### src/rtl/timer_controller_pkg.sv
// Shared types, limits and BCD field helpers for the mm:ss timer controller.
package timer_controller_pkg;

    typedef enum logic [1:0] {
        ST_IDLE    = 2'd0,
        ST_RUNNING = 2'd1,
        ST_PAUSED  = 2'd2,
        ST_EXPIRED = 2'd3
    } tc_state_t;

    // Single action selected per cycle from the accepted button presses
    typedef enum logic [2:0] {
        ACT_NONE       = 3'd0,
        ACT_CLEAR      = 3'd1,
        ACT_START_STOP = 3'd2,
        ACT_INC_MIN    = 3'd3,
        ACT_INC_SEC    = 3'd4,
        ACT_MODE       = 3'd5
    } tc_action_t;

    // Button indices, ordered from highest to lowest priority
    localparam int BTN_CLEAR      = 0;
    localparam int BTN_START_STOP = 1;
    localparam int BTN_INC_MIN    = 2;
    localparam int BTN_INC_SEC    = 3;
    localparam int BTN_MODE       = 4;
    localparam int BTN_COUNT      = 5;

    localparam logic [3:0] UNITS_MAX = 4'd9;
    localparam logic [3:0] TENS_MAX  = 4'd5;

    typedef struct packed {
        logic [3:0] min_tens;
        logic [3:0] min_units;
        logic [3:0] sec_tens;
        logic [3:0] sec_units;
    } tc_time_t;

    localparam tc_time_t TIME_ZERO = 16'h0000;

    // Increment one 00-59 field; illegal digits collapse to 0
    function automatic logic [7:0] field_inc(input logic [3:0] tens, input logic [3:0] units);
        logic [3:0] t;
        logic [3:0] u;
        if (units >= UNITS_MAX) begin
            u = 4'd0;
            t = (tens >= TENS_MAX) ? 4'd0 : tens + 4'd1;
        end else begin
            u = units + 4'd1;
            t = (tens > TENS_MAX) ? 4'd0 : tens;
        end
        return {t, u};
    endfunction

    // Carry out of a 00-59 field on increment
    function automatic logic field_carry(input logic [3:0] tens, input logic [3:0] units);
        return (units >= UNITS_MAX) && (tens >= TENS_MAX);
    endfunction

    // Decrement one 00-59 field; illegal digits collapse to 0
    function automatic logic [7:0] field_dec(input logic [3:0] tens, input logic [3:0] units);
        logic [3:0] t;
        logic [3:0] u;
        if (units == 4'd0) begin
            u = UNITS_MAX;
            if (tens == 4'd0) begin
                t = TENS_MAX;
            end else begin
                t = (tens > TENS_MAX) ? 4'd0 : tens - 4'd1;
            end
        end else begin
            u = (units > UNITS_MAX) ? 4'd0 : units - 4'd1;
            t = (tens > TENS_MAX) ? 4'd0 : tens;
        end
        return {t, u};
    endfunction

    // Borrow out of a 00-59 field on decrement
    function automatic logic field_borrow(input logic [3:0] tens, input logic [3:0] units);
        return (units == 4'd0) && (tens == 4'd0);
    endfunction

endpackage

### src/rtl/timer_controller_button.sv
// Raw button conditioner: 2-FF synchronizer, stability counter, press pulse.
// The press pulse is registered and appears DEBOUNCE+2 edges after the raw edge.
module button_conditioner #(
    parameter int DEBOUNCE = 500000
) (
    input  logic clock,
    input  logic reset_n,
    input  logic btn_raw,
    output logic press
);

    localparam int CNT_W = (DEBOUNCE > 1) ? $clog2(DEBOUNCE) : 1;
    localparam logic [CNT_W-1:0] CNT_LAST = CNT_W'(DEBOUNCE - 1);

    logic [1:0]       sync_r;
    logic             stable_r;
    logic [CNT_W-1:0] cnt_r;
    logic             press_r;

    // Bring the asynchronous button into the clock domain
    always_ff @(posedge clock or negedge reset_n) begin
        if (!reset_n) begin
            sync_r <= 2'b00;
        end else begin
            sync_r <= {sync_r[0], btn_raw};
        end
    end

    // Accept a new level only after it has been stable long enough; pulse on an accepted rise
    always_ff @(posedge clock or negedge reset_n) begin
        if (!reset_n) begin
            stable_r <= 1'b0;
            cnt_r    <= {CNT_W{1'b0}};
            press_r  <= 1'b0;
        end else if (sync_r[1] != stable_r) begin
            if (cnt_r == CNT_LAST) begin
                stable_r <= sync_r[1];
                cnt_r    <= {CNT_W{1'b0}};
                press_r  <= sync_r[1];
            end else begin
                cnt_r    <= cnt_r + CNT_W'(1);
                press_r  <= 1'b0;
            end
        end else begin
            cnt_r   <= {CNT_W{1'b0}};
            press_r <= 1'b0;
        end
    end

    assign press = press_r;

endmodule

### src/rtl/timer_controller.sv
// mm:ss timer sequencer feeding a 4-digit multiplexed 7-segment driver.
module timer_controller
    import timer_controller_pkg::*;
#(
    parameter int TICK_DIV    = 50000000,
    parameter int REFRESH_DIV = 50000,
    parameter int DEBOUNCE    = 500000
) (
    input  logic       clock,
    input  logic       reset_n,
    input  logic       btn_start_stop,
    input  logic       btn_clear,
    input  logic       btn_mode,
    input  logic       btn_inc_min,
    input  logic       btn_inc_sec,
    output logic [3:0] sec_units,
    output logic [3:0] sec_tens,
    output logic [3:0] min_units,
    output logic [3:0] min_tens,
    output logic       one_second,
    output logic       display_clock,
    output logic       running,
    output logic       count_down,
    output logic       expired
);

    localparam int TICK_W = (TICK_DIV > 1) ? $clog2(TICK_DIV) : 1;
    localparam int REF_W  = (REFRESH_DIV > 1) ? $clog2(REFRESH_DIV) : 1;
    localparam logic [TICK_W-1:0] TICK_LAST = TICK_W'(TICK_DIV - 1);
    localparam logic [REF_W-1:0]  REF_LAST  = REF_W'(REFRESH_DIV - 1);

    logic [BTN_COUNT-1:0] btn_raw_s;
    logic [BTN_COUNT-1:0] press_s;
    tc_action_t           action_s;
    logic                 count_en_s;

    tc_state_t            state_r;
    tc_state_t            state_next_s;
    tc_time_t             time_r;
    tc_time_t             time_next_s;
    logic                 count_down_r;
    logic                 dir_next_s;
    logic [TICK_W-1:0]    presc_r;
    logic [TICK_W-1:0]    presc_next_s;
    logic                 tick_s;
    logic                 one_second_r;
    logic                 running_r;
    logic                 expired_r;
    logic [REF_W-1:0]     ref_cnt_r;
    logic                 display_clock_r;

    assign btn_raw_s[BTN_CLEAR]      = btn_clear;
    assign btn_raw_s[BTN_START_STOP] = btn_start_stop;
    assign btn_raw_s[BTN_INC_MIN]    = btn_inc_min;
    assign btn_raw_s[BTN_INC_SEC]    = btn_inc_sec;
    assign btn_raw_s[BTN_MODE]       = btn_mode;

    for (genvar gi = 0; gi < BTN_COUNT; gi++) begin : g_btn
        button_conditioner #(
            .DEBOUNCE(DEBOUNCE)
        ) u_cond (
            .clock  (clock),
            .reset_n(reset_n),
            .btn_raw(btn_raw_s[gi]),
            .press  (press_s[gi])
        );
    end

    // Highest-priority accepted press wins; other presses in the same cycle are dropped
    always_comb begin
        action_s = ACT_NONE;
        if (press_s[BTN_CLEAR]) begin
            action_s = ACT_CLEAR;
        end else if (press_s[BTN_START_STOP]) begin
            action_s = ACT_START_STOP;
        end else if (press_s[BTN_INC_MIN]) begin
            action_s = ACT_INC_MIN;
        end else if (press_s[BTN_INC_SEC]) begin
            action_s = ACT_INC_SEC;
        end else if (press_s[BTN_MODE]) begin
            action_s = ACT_MODE;
        end else begin
            action_s = ACT_NONE;
        end
    end

    // A clear or run/pause change this cycle takes precedence over the tick
    assign count_en_s = (state_r == ST_RUNNING) &&
                        (action_s != ACT_CLEAR) && (action_s != ACT_START_STOP);

    // Next state, next digits, prescaler and tick decision
    always_comb begin
        state_next_s = state_r;
        time_next_s  = time_r;
        dir_next_s   = count_down_r;
        presc_next_s = presc_r;
        tick_s       = 1'b0;
        case (action_s)
            ACT_CLEAR: begin
                state_next_s = ST_IDLE;
                time_next_s  = TIME_ZERO;
                presc_next_s = {TICK_W{1'b0}};
            end
            ACT_START_STOP: begin
                case (state_r)
                    ST_IDLE: begin
                        if (!count_down_r || (time_r != TIME_ZERO)) begin
                            state_next_s = ST_RUNNING;
                        end else begin
                            state_next_s = ST_IDLE;
                        end
                    end
                    ST_RUNNING: state_next_s = ST_PAUSED;
                    ST_PAUSED:  state_next_s = ST_RUNNING;
                    default:    state_next_s = state_r;
                endcase
            end
            ACT_INC_MIN: begin
                if ((state_r == ST_IDLE) || (state_r == ST_PAUSED)) begin
                    {time_next_s.min_tens, time_next_s.min_units} =
                        field_inc(time_r.min_tens, time_r.min_units);
                end else begin
                    time_next_s = time_r;
                end
            end
            ACT_INC_SEC: begin
                if ((state_r == ST_IDLE) || (state_r == ST_PAUSED)) begin
                    {time_next_s.sec_tens, time_next_s.sec_units} =
                        field_inc(time_r.sec_tens, time_r.sec_units);
                end else begin
                    time_next_s = time_r;
                end
            end
            ACT_MODE: begin
                if (state_r == ST_IDLE) begin
                    dir_next_s = ~count_down_r;
                end else begin
                    dir_next_s = count_down_r;
                end
            end
            default: begin
                state_next_s = state_r;
            end
        endcase

        if (count_en_s) begin
            if (presc_r == TICK_LAST) begin
                presc_next_s = {TICK_W{1'b0}};
                tick_s       = 1'b1;
                if (count_down_r) begin
                    {time_next_s.sec_tens, time_next_s.sec_units} =
                        field_dec(time_r.sec_tens, time_r.sec_units);
                    {time_next_s.min_tens, time_next_s.min_units} =
                        field_borrow(time_r.sec_tens, time_r.sec_units) ?
                        field_dec(time_r.min_tens, time_r.min_units) :
                        {time_r.min_tens, time_r.min_units};
                    if (time_next_s == TIME_ZERO) begin
                        state_next_s = ST_EXPIRED;
                    end else begin
                        state_next_s = ST_RUNNING;
                    end
                end else begin
                    {time_next_s.sec_tens, time_next_s.sec_units} =
                        field_inc(time_r.sec_tens, time_r.sec_units);
                    {time_next_s.min_tens, time_next_s.min_units} =
                        field_carry(time_r.sec_tens, time_r.sec_units) ?
                        field_inc(time_r.min_tens, time_r.min_units) :
                        {time_r.min_tens, time_r.min_units};
                end
            end else begin
                presc_next_s = presc_r + TICK_W'(1);
            end
        end else begin
            tick_s = 1'b0;
        end
    end

    // State, digits, direction, tick prescaler and registered status outputs
    always_ff @(posedge clock or negedge reset_n) begin
        if (!reset_n) begin
            state_r      <= ST_IDLE;
            time_r       <= TIME_ZERO;
            count_down_r <= 1'b0;
            presc_r      <= {TICK_W{1'b0}};
            one_second_r <= 1'b0;
            running_r    <= 1'b0;
            expired_r    <= 1'b0;
        end else begin
            state_r      <= state_next_s;
            time_r       <= time_next_s;
            count_down_r <= dir_next_s;
            presc_r      <= presc_next_s;
            one_second_r <= tick_s;
            running_r    <= (state_next_s == ST_RUNNING);
            expired_r    <= (state_next_s == ST_EXPIRED);
        end
    end

    // Free-running display refresh enable, one cycle wide
    always_ff @(posedge clock or negedge reset_n) begin
        if (!reset_n) begin
            ref_cnt_r       <= {REF_W{1'b0}};
            display_clock_r <= 1'b0;
        end else if (ref_cnt_r == REF_LAST) begin
            ref_cnt_r       <= {REF_W{1'b0}};
            display_clock_r <= 1'b1;
        end else begin
            ref_cnt_r       <= ref_cnt_r + REF_W'(1);
            display_clock_r <= 1'b0;
        end
    end

    assign sec_units     = time_r.sec_units;
    assign sec_tens      = time_r.sec_tens;
    assign min_units     = time_r.min_units;
    assign min_tens      = time_r.min_tens;
    assign one_second    = one_second_r;
    assign display_clock = display_clock_r;
    assign running       = running_r;
    assign count_down    = count_down_r;
    assign expired       = expired_r;

endmodule

### config.mk
export PLATFORM = sky130hd
export DESIGN_NAME = timer_controller
export DESIGN_NICKNAME = d
export VERILOG_FILES = /design/src/rtl/timer_controller_pkg.sv /design/src/rtl/timer_controller_button.sv /design/src/rtl/timer_controller.sv
export SDC_FILE = /design/constraint.sdc
export NUM_CORES = 1
export LEC_CHECK = 0
export BUFFER_PORTS_ARGS = -buffer_cell sky130_fd_sc_hd__buf_2
export CORE_UTILIZATION = 45
export CTS_CLUSTER_DIAMETER = 150
export DETAILED_ROUTE_END_ITERATION = 10
export HOLD_SLACK_MARGIN = 0.1
export PLACE_DENSITY = 0.61
export SLEW_MARGIN = 5
export SYNTH_ARGS = -nofsm -noshare
export SYNTH_HDL_FRONTEND = slang
export SYNTH_SLANG_ARGS = --single-unit
### constraint.sdc
create_clock -name clock -period 3.1 [get_ports clock]
set_input_delay 0.465 -clock clock [delete_from_list [all_inputs] [get_ports clock]]
set_output_delay 0.465 -clock clock [all_outputs]
set_load 0.01 [all_outputs]
Word-level counts from Yosys, hierarchy flattened
Index checks and enable logic that the tools add are counted.
Storage, ports and cells
  bits in registers: 180
  bits of input ports: 7
  output and inout port bits: 21
Cells by class
  $add $sub $neg: 15
  magnitude comparators: 8
  eq/ne operators: 24
  muxes and demuxes: 77
  bitwise operators: 1
  reductions and logical operators: 21
Operator list (number)
  2-to-1 mux 19 bit: 10
  2-to-1 mux 4 bit: 30
  adder 19 x 1 -> 19 bit, second input constant: 5
  == test 19 bit, second input constant: 5
  2-to-1 mux 26 bit: 3
  2-to-1 mux 16 bit: 4
  one-hot mux 16 bit (3 select lines): 1
  2-to-1 mux 8 bit: 4
  adder 26 x 1 -> 26 bit, second input constant: 1
  == test 26 bit, second input constant: 1
  adder 16 x 1 -> 16 bit, second input constant: 1
  adder 4 x 1 -> 4 bit, second input constant: 4
  == test 16 bit, second input constant: 1
  logical NOT 16 bit: 1
  logical NOT 4 bit: 4
  nonzero test 16 bit: 1
  subtractor 4 x 1 -> 4 bit, second input constant: 4
  2-to-1 mux 3 bit: 5
  2-to-1 mux 1 bit: 14
  AND reduction 2 bit: 6
  >= comparator 4 x 3 -> 1 bit, second input constant: 2
  >= comparator 4 bit, second input constant: 2
  > comparator 4 x 3 -> 1 bit, second input constant: 2
  > comparator 4 bit, second input constant: 2
  18 further kinds: 33

Longest topological paths before layout
Gate-level depths: netlist (run 1).
  depth in word-level cells: 16
  depth in mapped cells: 10
  gate-level depth less buffers: 8

Hierarchy
From an unflattened synthesis (run 1), not the netlist that was laid out.
Unflattened totals
  cell total of the unflattened synthesis: 1066
  area, all modules: 9998.3 µm²
By module, submodules not included
  button_conditioner: times used 5, cells an instance 110, area each 1118.6 µm², seq. area each 575.6 µm²
  timer_controller: times used 1, cells an instance 516, area each 4405.5 µm², seq. area each 1626.6 µm²

Worst setup path before layout (run 1)
Ideal clock, no wire load.
  path kind: register to register
  start point: register time_r (netlist bit sec_units[0])
  end point: register state_r[1]
  library setup time: 0.127 ns
  data arrival time: 2.500 ns
  data required time: 2.973 ns
  slack: 0.473 ns
  cell stages (with the launch flop): 11
  buffers on the path: 2
  clock period less this slack: 2.627 ns
  cell sequence: dfrtp_1 > clkbuf_1 > inv_1 > ha_1 > or3b_1 > clkbuf_1 > nor4_1 > a21oi_1 > a31oi_1 > nor4_1 > or2_2
Between the ends
  word-level cells in the longest chain between the ends: 11
  elaborated cells on any way between the ends: 19
  classes of those cells: 1 x add/sub; 1 x order compare; 14 x mux; 3 x reduce/logical
RTL lines
  start: declaration: RTL line timer_controller.sv:39  | tc_time_t time_r;
  start signal: assignment: RTL line timer_controller.sv:190  | time_r <= time_next_s;
  subtractor 4 x 1 -> 4 bit / > comparator 4 bit (equally long branches): RTL line timer_controller_pkg.sv:72  | u = (units > UNITS_MAX) ? 4'd0 : units - 4'd1;
  2-to-1 mux 4 bit: RTL line timer_controller_pkg.sv:72
  2-to-1 mux 4 bit: RTL line timer_controller_pkg.sv:64  | if (units == 4'd0) begin
  2-to-1 mux 4 bit: RTL line timer_controller.sv:150  | if (count_down_r) begin
  2-to-1 mux 4 bit: RTL line timer_controller.sv:147  | if (presc_r == TICK_LAST) begin
  2-to-1 mux 4 bit: RTL line timer_controller.sv:146  | if (count_en_s) begin
  logical NOT 16 bit (*): RTL line timer_controller.sv:157  | if (time_next_s == TIME_ZERO) begin
  2-to-1 mux 2 bit (*): RTL line timer_controller.sv:157
  2-to-1 mux 2 bit (*): RTL line timer_controller.sv:150
  2-to-1 mux 2 bit (*): RTL line timer_controller.sv:147
  2-to-1 mux 2 bit (*): RTL line timer_controller.sv:146
  via state_next_s[1]: RTL line timer_controller.sv:38  | tc_state_t state_next_s;
  end signal: assignment: RTL line timer_controller.sv:189  | state_r <= state_next_s;
  end: declaration: RTL line timer_controller.sv:37  | tc_state_t state_r;
The timed path passes the listed nets; every way through them passes the cells marked *. The select of a mux whose other input is x is not followed.
A chain may end at the register's enable or synchronous reset.

Worst setup path in the final report (run 1)
  start point: register time_r (netlist bit sec_tens[1])
  end point: register state_r[1]
Between the ends
  word-level cells in the longest chain between the ends: 12
  elaborated cells on any way between the ends: 17
  classes of those cells: 1 x add/sub; 1 x order compare; 12 x mux; 3 x reduce/logical
RTL lines
  subtractor 4 x 1 -> 4 bit / > comparator 4 x 3 -> 1 bit (equally long branches): RTL line timer_controller_pkg.sv:69, timer_controller_pkg.sv:73
  2-to-1 mux 4 bit: RTL line timer_controller_pkg.sv:69  | t = (tens > TENS_MAX) ? 4'd0 : tens - 4'd1;
  2-to-1 mux 4 bit: RTL line timer_controller_pkg.sv:66  | if (tens == 4'd0) begin
  2-to-1 mux 4 bit: RTL line timer_controller_pkg.sv:64
  2-to-1 mux 4 bit: RTL line timer_controller.sv:150
  2-to-1 mux 4 bit: RTL line timer_controller.sv:147
  2-to-1 mux 4 bit: RTL line timer_controller.sv:146
  logical NOT 16 bit (*): RTL line timer_controller.sv:157
  2-to-1 mux 2 bit (*): RTL line timer_controller.sv:157
  2-to-1 mux 2 bit (*): RTL line timer_controller.sv:150
  2-to-1 mux 2 bit (*): RTL line timer_controller.sv:147
  2-to-1 mux 2 bit (*): RTL line timer_controller.sv:146
  via state_next_s[1]: RTL line timer_controller.sv:38
Marks and branches as above.

==> flow_summary.rst, run 1 <==
.. list-table::
   :header-rows: 1

   * - Metric
     - Value
   * - Commonest non-fill, non-tap cell in the layout
     - dfrtp_1
   * - Fill cell count
     - just under 2000
   * - Cell leakage power
     - about 4.7 nW
   * - Hold worst-path end
     - g_btn[1].u_cond.sync_r[0]$_DFF_PN0_
   * - Worst flop-to-flop path startpoint
     - sec_tens[1]$_DFF_PN0_
   * - Number of antenna violations at the first check in global routing
     - 0
   * - Drt first-iter violations
     - approximately 370
   * - Setup repair after global routing missed its margin
     - no
   * - Standard-cell row count
     - 53
   * - Number of flops mapped to enable cells by yosys
     - 0
   * - Number of diodes added for antenna fixing
     - 0
   * - Fmax
     - 352 MHz
   * - Number of port buffers
     - 27
   * - Tot GR Track Use
     - 19.8%
   * - Primary FF master, synth
     - dfrtp_1
   * - Die Height
     - roughly 150 µm
   * - Cell depth of the worst flop-to-flop path
     - 8
   * - Yosys warning total
     - 0
   * - Number of remaining DRC errors
     - 0
   * - Number of distinct library cells after synthesis
     - 69
   * - Setup TNS
     - 0 ps
   * - Total of max-cap violations
     - 0
   * - Slack of the worst reg-to-reg path
     - approximately 260 ps
   * - FF+latch count, synth
     - 180
   * - Pwr dens
     - between 400 and 500 nW/µm²
   * - Worst-case vdd ir drop
     - between 0.0003 and 0.0004 V
   * - Final min period
     - 2840 ps
   * - Net Count, Synth
     - approximately 1100
   * - Clock transition at the registers of the reported paths
     - 70 ps
   * - GP Congestion
     - 0.916
   * - Root Buffer
     - clkbuf_16
   * - Placeable core region
     - 21000 µm²
   * - Top fanout value on the critical path
     - 8
   * - Data required time at the worst endpoint
     - approximately 3400 ps
   * - Run status
     - finished clean
   * - Kind of start point of the critical path
     - register
   * - Post-placement worst setup slack
     - roughly 320 ps
   * - Post-synthesis to final-layout area growth
     - 11.5%
   * - Combined flip-flop and latch cell area
     - about 4500 µm²
   * - Clock Skew
     - roughly 12 ps
   * - Async SR Flop Fraction
     - between 90% and 100%
   * - Syn Area/Cell
     - around 9.3 µm²
   * - Sequential fraction of the synthesis area
     - 46.6%
   * - Number of max-slew violations in the final report
     - 0
   * - Worst Tran Pin Value
     - 697 ps
   * - Gate Count Post-Synth
     - 1040
   * - Via count of the first global-routing pass
     - a little over 7000
   * - Clock buffers created by TritonCTS
     - 17
   * - Total number of H-tree levels
     - 4
   * - CTS tree
     - done
   * - Min-Delay Startpoint
     - btn_start_stop
   * - Post-synth design cell area
     - between 9000 and 10000 µm²
   * - Sum of overflow across all layers after global routing
     - 0
   * - Ratio of cells with drive above 1 in the final layout
     - approximately a tenth
   * - Global-route wire length before repair
     - 35.3 mm
   * - Type of the setup path with the least slack
     - register to register
   * - Clock Latency Late Sink
     - ~430 ps
   * - Footprint of the multi-input gates
     - around 4900 µm²
   * - Post-cts gate resize count
     - 0
   * - Total power draw
     - roughly 4.7 mW
   * - Worst min path class
     - input port to register
   * - I/O pin cnt
     - 28
   * - Maximum number of pins on one net before global-route repair
     - between 60 and 70
   * - Clock sinks
     - 180
   * - Buffer levels on the longest clock path
     - 2
   * - Data arrival, critical path
     - around 3200 ps
   * - Post-DR vias/cell
     - between 5 and 6
   * - Highest-count cells in the layout ignoring fill and taps
     - dfrtp_1 (180), nor2_1 (158), nand3_1 (77), nand2_1 (74), xor2_1 (66)
   * - Wirelength per Cell
     - between 15 and 20 µm
   * - Endpoints failing hold
     - 0
   * - Remaining antenna violation count after routing
     - 0
   * - Count of final setup violators
     - 0
   * - Count of cells along the worst hold path
     - 1
   * - Final net count
     - ~1100
   * - Floorplan die width
     - between 100 and 150 µm
   * - Via count
     - about 7600
   * - Final WS setup
     - 258 ps
   * - Floorplan die area
     - 22100 µm²
   * - Placed wire-length estimate
     - between 10 and 15 mm
   * - Worst setup EP type
     - register
   * - Worst relative slew slack
     - a little over half
   * - Destination of the worst register-to-register timing path
     - state_r[1]$_DFF_PN0_
   * - Router iterations before antenna repair
     - 5
   * - Worst hold slack across all endpoints
     - ~140 ps
   * - Starting density of the core
     - 45.9%
   * - Detailed-route wire length
     - between 20 and 25 mm
   * - Period utilization
     - between 90% and 100%
## report_power, final
part	internal, mW	leakage [nW]	switching [mW]
logic	0.0284	1.91	0.0787
registers	2.37	2.47	0.0199
clock network	1.21	0.290	0.998
total	3.61	4.67	1.10
## state kept, by name (all words and copies together) (netlist names), 5 cells and up
| register | flops |
|---|---|
| presc_r | 26 |
| g_btn.u_cond.press | 5 |
| g_btn.u_cond.sync_r | 10 |
| ref_cnt_r | 16 |
| g_btn.u_cond.stable_r | 5 |
| g_btn.u_cond.cnt_r | 95 |
## critical path: stages (launching register included)
cell	delay, ps
dfrtp_1	460
inv_1	150
ha_1	250
or3b_2	510
nor4_1	610
a21oi_1	130
a31oi_1	220
nor4_1	120
or2_2	280
## logic make-up after synthesis
family,count (synthesis),synth area share (%)
AND/OR/NAND/NOR,492,26.2
multiplexers,9,1.06
flip-flops,180,46.6
adder cells (fa/ha/maj),23,2.98
buffers and inverters,60,2.34
AO/OA/AOI/OAI,167,10.9
XOR/XNOR,109,9.88
## through the flow
stage | cell area, µm² | utilization, % | std cells
2_1_floorplan | 9660 | - | 1040
3_3_place_gp | 10200 | 48.4 | 1324
3_5_place_dp | 10200 | 48.4 | 1324
4_1_cts | 10800 | 51.2 | 1357
5_1_grt | 10800 | 51.2 | 1357
6_report | 10800 | 51.2 | 1357
## per-layer routing
metal  global-route usage (%)  wire, µm  share of wire [%]
met2                     30.5      9390                 46
met5                        0         0                  0
met1                     27.3      9980                 49
met4                     6.55       320                1.6
met3                     4.57       729                3.6
## layout make-up
class | count | area share [%]
timing repair buffer | 48 | 2.94
multi-input combinational | 800 | 45.7
clock buffer | 17 | 3.95
inverter | 22 | 0.767
clock inverter | 15 | 1.59
sequential | 180 | 41.8
tap | 275 | 3.19
## cells in the mapped netlist (20+ instances only)
cell type / n / share of area (%)
inv_1: 22 / 0.86
nand3_1: 77 / 4.0
xnor2_1: 43 / 3.9
and3_1: 28 / 1.8
clkbuf_1: 36 / 1.4
dfrtp_1: 180 / 47
ha_1: 23 / 3.0
nor3_1: 20 / 1.0
a21oi_1: 35 / 1.8
o21ai_0: 52 / 2.7
nor2_1: 158 / 6.1
xor2_1: 66 / 6.0
nand2_1: 74 / 2.9
nand4_1: 28 / 1.8
## worst max path at each step
stage | from | endpoint | cells after the start
6_report | sec_tens[1]$_DFF_PN0_ | state_r[1]$_DFF_PN0_ | 8
5_1_grt | sec_tens[1]$_DFF_PN0_ | state_r[1]$_DFF_PN0_ | 8
4_1_cts | sec_tens[1]$_DFF_PN0_ | state_r[1]$_DFF_PN0_ | 8
3_5_place_dp | sec_tens[1]$_DFF_PN0_ | state_r[1]$_DFF_PN0_ | 8
3_3_place_gp | sec_units[1]$_DFF_PN0_ | min_units[1]$_DFFE_PN0P_ | 8
2_1_floorplan | sec_units[0]$_DFF_PN0_ | state_r[1]$_DFF_PN0_ | 10
## timing repair
| item | 4_1_cts | 5_1_grt |
|---|---|---|
| hold endpoints to repair | 62 | 0 |
| buffers inserted | 0 | 0 |
| hold buffers | 1 | 0 |
No activity file was read; power rests on OpenSTA's default activity.
==> run 2: changes to the inputs <==
--- a/config.mk
+++ b/config.mk
@@ -10,7 +10,6 @@
 export CTS_CLUSTER_DIAMETER = 150
 export DETAILED_ROUTE_END_ITERATION = 10
 export HOLD_SLACK_MARGIN = 0.1
-export PLACE_DENSITY = 0.61
 export SLEW_MARGIN = 5
 export SYNTH_ARGS = -nofsm -noshare
 export SYNTH_HDL_FRONTEND = slang
==> run 2 against run 1 <==
Against the previous run:
- largest cell class unchanged
- total power shrank 3.5%
- core utilization shrank 0.11 points
- first-iteration DRC count shrank 5.9%
- clock power shrank 7%
- critical path depth is the same
- sequential cell count is the same
- final area shrank 0.22%
- combinational power is essentially flat
- sequential share of layout area grew 0.093 points
- global-route usage grew 0.32 points
==> flow_summary.rst, run 2 (synthesized netlist as in run 1, its figures left out) <==
.. list-table::
   :header-rows: 1

   * - Metric
     - Value
   * - Run status
     - finished clean (unchanged)
   * - Cell leakage power
     - 4.66 nW (was 4.67 nW)
   * - GP Congestion
     - 0.913 (was 0.916)
   * - Min-Delay Startpoint
     - btn_clear (was btn_start_stop)
   * - Global-route wire length before repair
     - 35.6 mm (was 35.3 mm)
   * - Number of antenna violations at the first check in global routing
     - 0 (unchanged)
   * - Starting density of the core
     - 45.9% (unchanged)
   * - Worst relative slew slack
     - 55.6% (was 53.1%)
   * - Count of buffering cells on the critical path with inverters included
     - 1 (unchanged)
   * - Period utilization
     - 90.0% (was 91.7%)
   * - Total power draw
     - 4.54 mW (was 4.71 mW)
   * - Cell breakdown of the critical path
     - inv_1 > ha_1 > or3b_2 > o31a_1 > a41oi_1 > nand3_1 > nor4_1 > or2_2 (was inv_1 > ha_1 > or3b_2 > nor4_1 > a21oi_1 > a31oi_1 > nor4_1 > or2_2)
   * - Number of diodes added for antenna fixing
     - 0 (unchanged)
   * - Placed wire-length estimate
     - 13.9 mm (was 13.7 mm)
   * - Final min period
     - 2790 ps (was 2840 ps)
   * - Worst min path class
     - input port to register (unchanged)
   * - Count of cells along the worst hold path
     - 1 (unchanged)
   * - Largest registers
     - g_btn.u_cond.cnt_r (95), presc_r (26), ref_cnt_r (16) (unchanged)
   * - Standard-cell row count
     - 53 (unchanged)
   * - Maximum number of pins on one net before global-route repair
     - 81 (was 67)
   * - Count of final setup violators
     - 0 (unchanged)
   * - Fill cell count
     - 1946 (was 1969)
   * - Tot GR Track Use
     - 20.1% (was 19.8%)
   * - Commonest non-fill, non-tap cell in the layout
     - dfrtp_1 (unchanged)
   * - Wirelength per Cell
     - 15.1 µm (was 15.0 µm)
   * - Worst setup EP type
     - register (unchanged)
   * - Critical path launch point
     - sec_tens[1]$_DFF_PN0_ (unchanged)
   * - Setup Fix Bufs, Post-CTS
     - 0 (unchanged)
   * - Cell depth of the worst flop-to-flop path
     - 8 (unchanged)
   * - CTS tree
     - done (unchanged)
   * - Clock sinks
     - 180 (unchanged)
   * - Slowest cell delay on critical path
     - 540 ps (was 610 ps)
   * - Number of port buffers
     - 27 (unchanged)
   * - I/O pin cnt
     - 28 (unchanged)
   * - Top fanout value on the critical path
     - 8 (unchanged)
   * - Router iterations before antenna repair
     - 4 (was 5)
   * - Pwr dens
     - 423 nW/µm² (was 437 nW/µm²)
   * - Drt first-iter violations
     - 352 (was 374)
   * - Data required time at the worst endpoint
     - 3470 ps (was 3410 ps)
   * - Highest-count cells in the layout ignoring fill and taps
     - dfrtp_1 (180), nor2_1 (158), nand3_1 (77), nand2_1 (74), xor2_1 (66) (unchanged)
   * - Clock transition at the registers of the reported paths
     - 70 ps (about the same)
   * - Kind of start point of the critical path
     - register (unchanged)
   * - Worst flop-to-flop path startpoint
     - sec_tens[1]$_DFF_PN0_ (unchanged)
   * - Floorplan die width
     - 149 µm (unchanged)
   * - Post-DR vias/cell
     - 5.52 (was 5.57)
   * - Worst path top cell family by delay
     - simple AND/OR/NAND/NOR gates (unchanged)
   * - Post-placement worst setup slack
     - 332 ps (was 320 ps)
   * - Destination of the worst register-to-register timing path
     - state_r[1]$_DFF_PN0_ (unchanged)
   * - Hold worst-path end
     - g_btn[0].u_cond.sync_r[0]$_DFF_PN0_ (was g_btn[1].u_cond.sync_r[0]$_DFF_PN0_)
   * - Worst-path cell with the longest stage delay
     - nor4_1 (unchanged)
   * - Clock Skew
     - 11.2 ps (was 12.2 ps)
   * - Clock buffers created by TritonCTS
     - 17 (unchanged)
   * - Register with the most flip-flops
     - g_btn.u_cond.cnt_r (unchanged)
   * - Number of flip-flops under the largest register name
     - 95 (unchanged)
   * - Setup TNS
     - 0 ps (unchanged)
   * - Worst Tran Pin Value
     - 666 ps (was 697 ps)
   * - Data arrival, critical path
     - 3160 ps (was 3150 ps)
   * - Type of the setup path with the least slack
     - register to register (unchanged)
   * - Setup repair after global routing missed its margin
     - no (unchanged)
   * - Worst-case vdd ir drop
     - 0.000332 V (was 0.000325 V)
   * - Buffer levels on the longest clock path
     - 2 (unchanged)
   * - Slack of the worst reg-to-reg path
     - 310 ps (was 260 ps)
   * - Post-synthesis to final-layout area growth
     - 11.3% (was 11.5%)
   * - Final net count
     - 1101 (was 1099)
   * - Clock Latency Late Sink
     - 440 ps (was 430 ps)
   * - Via count
     - 7500 (was 7560)
   * - Root Buffer
     - clkbuf_16 (unchanged)
   * - Final WS setup
     - 309 ps (was 258 ps)
   * - Fmax
     - 358 MHz (was 352 MHz)
   * - Sum of overflow across all layers after global routing
     - 0 (unchanged)
   * - Via count of the first global-routing pass
     - 7233 (was 7185)
   * - Ratio of cells with drive above 1 in the final layout
     - 9.69% (was 9.61%)
   * - Endpoints failing hold
     - 0 (unchanged)
   * - Number of remaining DRC errors
     - 0 (unchanged)
   * - Die Height
     - 149 µm (unchanged)
   * - Total number of H-tree levels
     - 4 (unchanged)
   * - Remaining antenna violation count after routing
     - 0 (unchanged)
   * - Number of max-slew violations in the final report
     - 0 (unchanged)
   * - Placeable core region
     - 21000 µm² (unchanged)
   * - Detailed-route wire length
     - 20.5 mm (was 20.4 mm)
   * - Total of max-cap violations
     - 0 (unchanged)
   * - Floorplan die area
     - 22100 µm² (unchanged)
run 2: changes by cell type in the layout (fill, tap and decap cells not counted), moves of 2 or more:
cell / before / now
clkbuf_8: 1 / 3
inv_8: 3 / 1
bufinv_16: 2 / 0
clkbuf_1: 0 / 2
buf_4: 19 / 21
run 2: repair_timing:
action / in CTS / in global routing
endpoints found under the setup margin: 0 / 2
hold buffers: 1 / 0
resized for setup: 0 / 1
hold endpoints to repair: 23 / 0
run 2: final cells by class:
| class | instances | area (µm²) | share of cell area (%) |
|---|---|---|---|
| Clock inverter | 11 | 92.6 | 0.861 |
| Clock buffer | 21 | 460 | 4.28 |
| Multi-Input combinational cell | 800 | 4930 | 45.9 |
| Tap cell | 275 | 344 | 3.20 |
| Inverter | 22 | 82.6 | 0.768 |
| Timing Repair Buffer | 50 | 332 | 3.08 |
| Sequential cell | 180 | 4500 | 41.9 |
run 2: worst max path at each step:
| stage | to | slack, ps | cells after the start |
|---|---|---|---|
| CTS | state_r[1]$_DFF_PN0_ | 310 | 8 |
| global route | state_r[1]$_DFF_PN0_ | 60 | 8 |
| detailed placement | state_r[1]$_DFF_PN0_ | 330 | 8 |
| floorplan | state_r[1]$_DFF_PN0_ | 470 | 10 |
| finish | state_r[1]$_DFF_PN0_ | 310 | 8 |
| global placement | min_units[1]$_DFFE_PN0P_ | 380 | 8 |
run 2: layer usage:
metal / vias to the layer above / part of all wire [%] / routed length, µm / track usage (%)
li1: 3759 / - / - / -
met4: 0 / 1.8 / 374 / 6.39
met3: 37 / 3.6 / 728 / 4.26
met5: - / 0 / 0 / 0
met1: 3568 / 48 / 9900 / 27.6
met2: 136 / 46 / 9480 / 31.6
run 2: through the flow:
step           utilization (%)  cell area [µm²]  hold slack, ps  instances
2_1_floorplan                -             9660             169       1040
3_3_place_gp              48.4            10200             335       1326
3_5_place_dp              48.4            10200             339       1326
4_1_cts                   51.1            10700             108       1359
5_1_grt                   51.1            10700             102       1359
6_report                  51.1            10700             130       1359
run 2: where the power goes:
group          internal (mW)  switching, mW
logic                 0.0275         0.0782
clock network           1.09          0.962
registers               2.37         0.0199
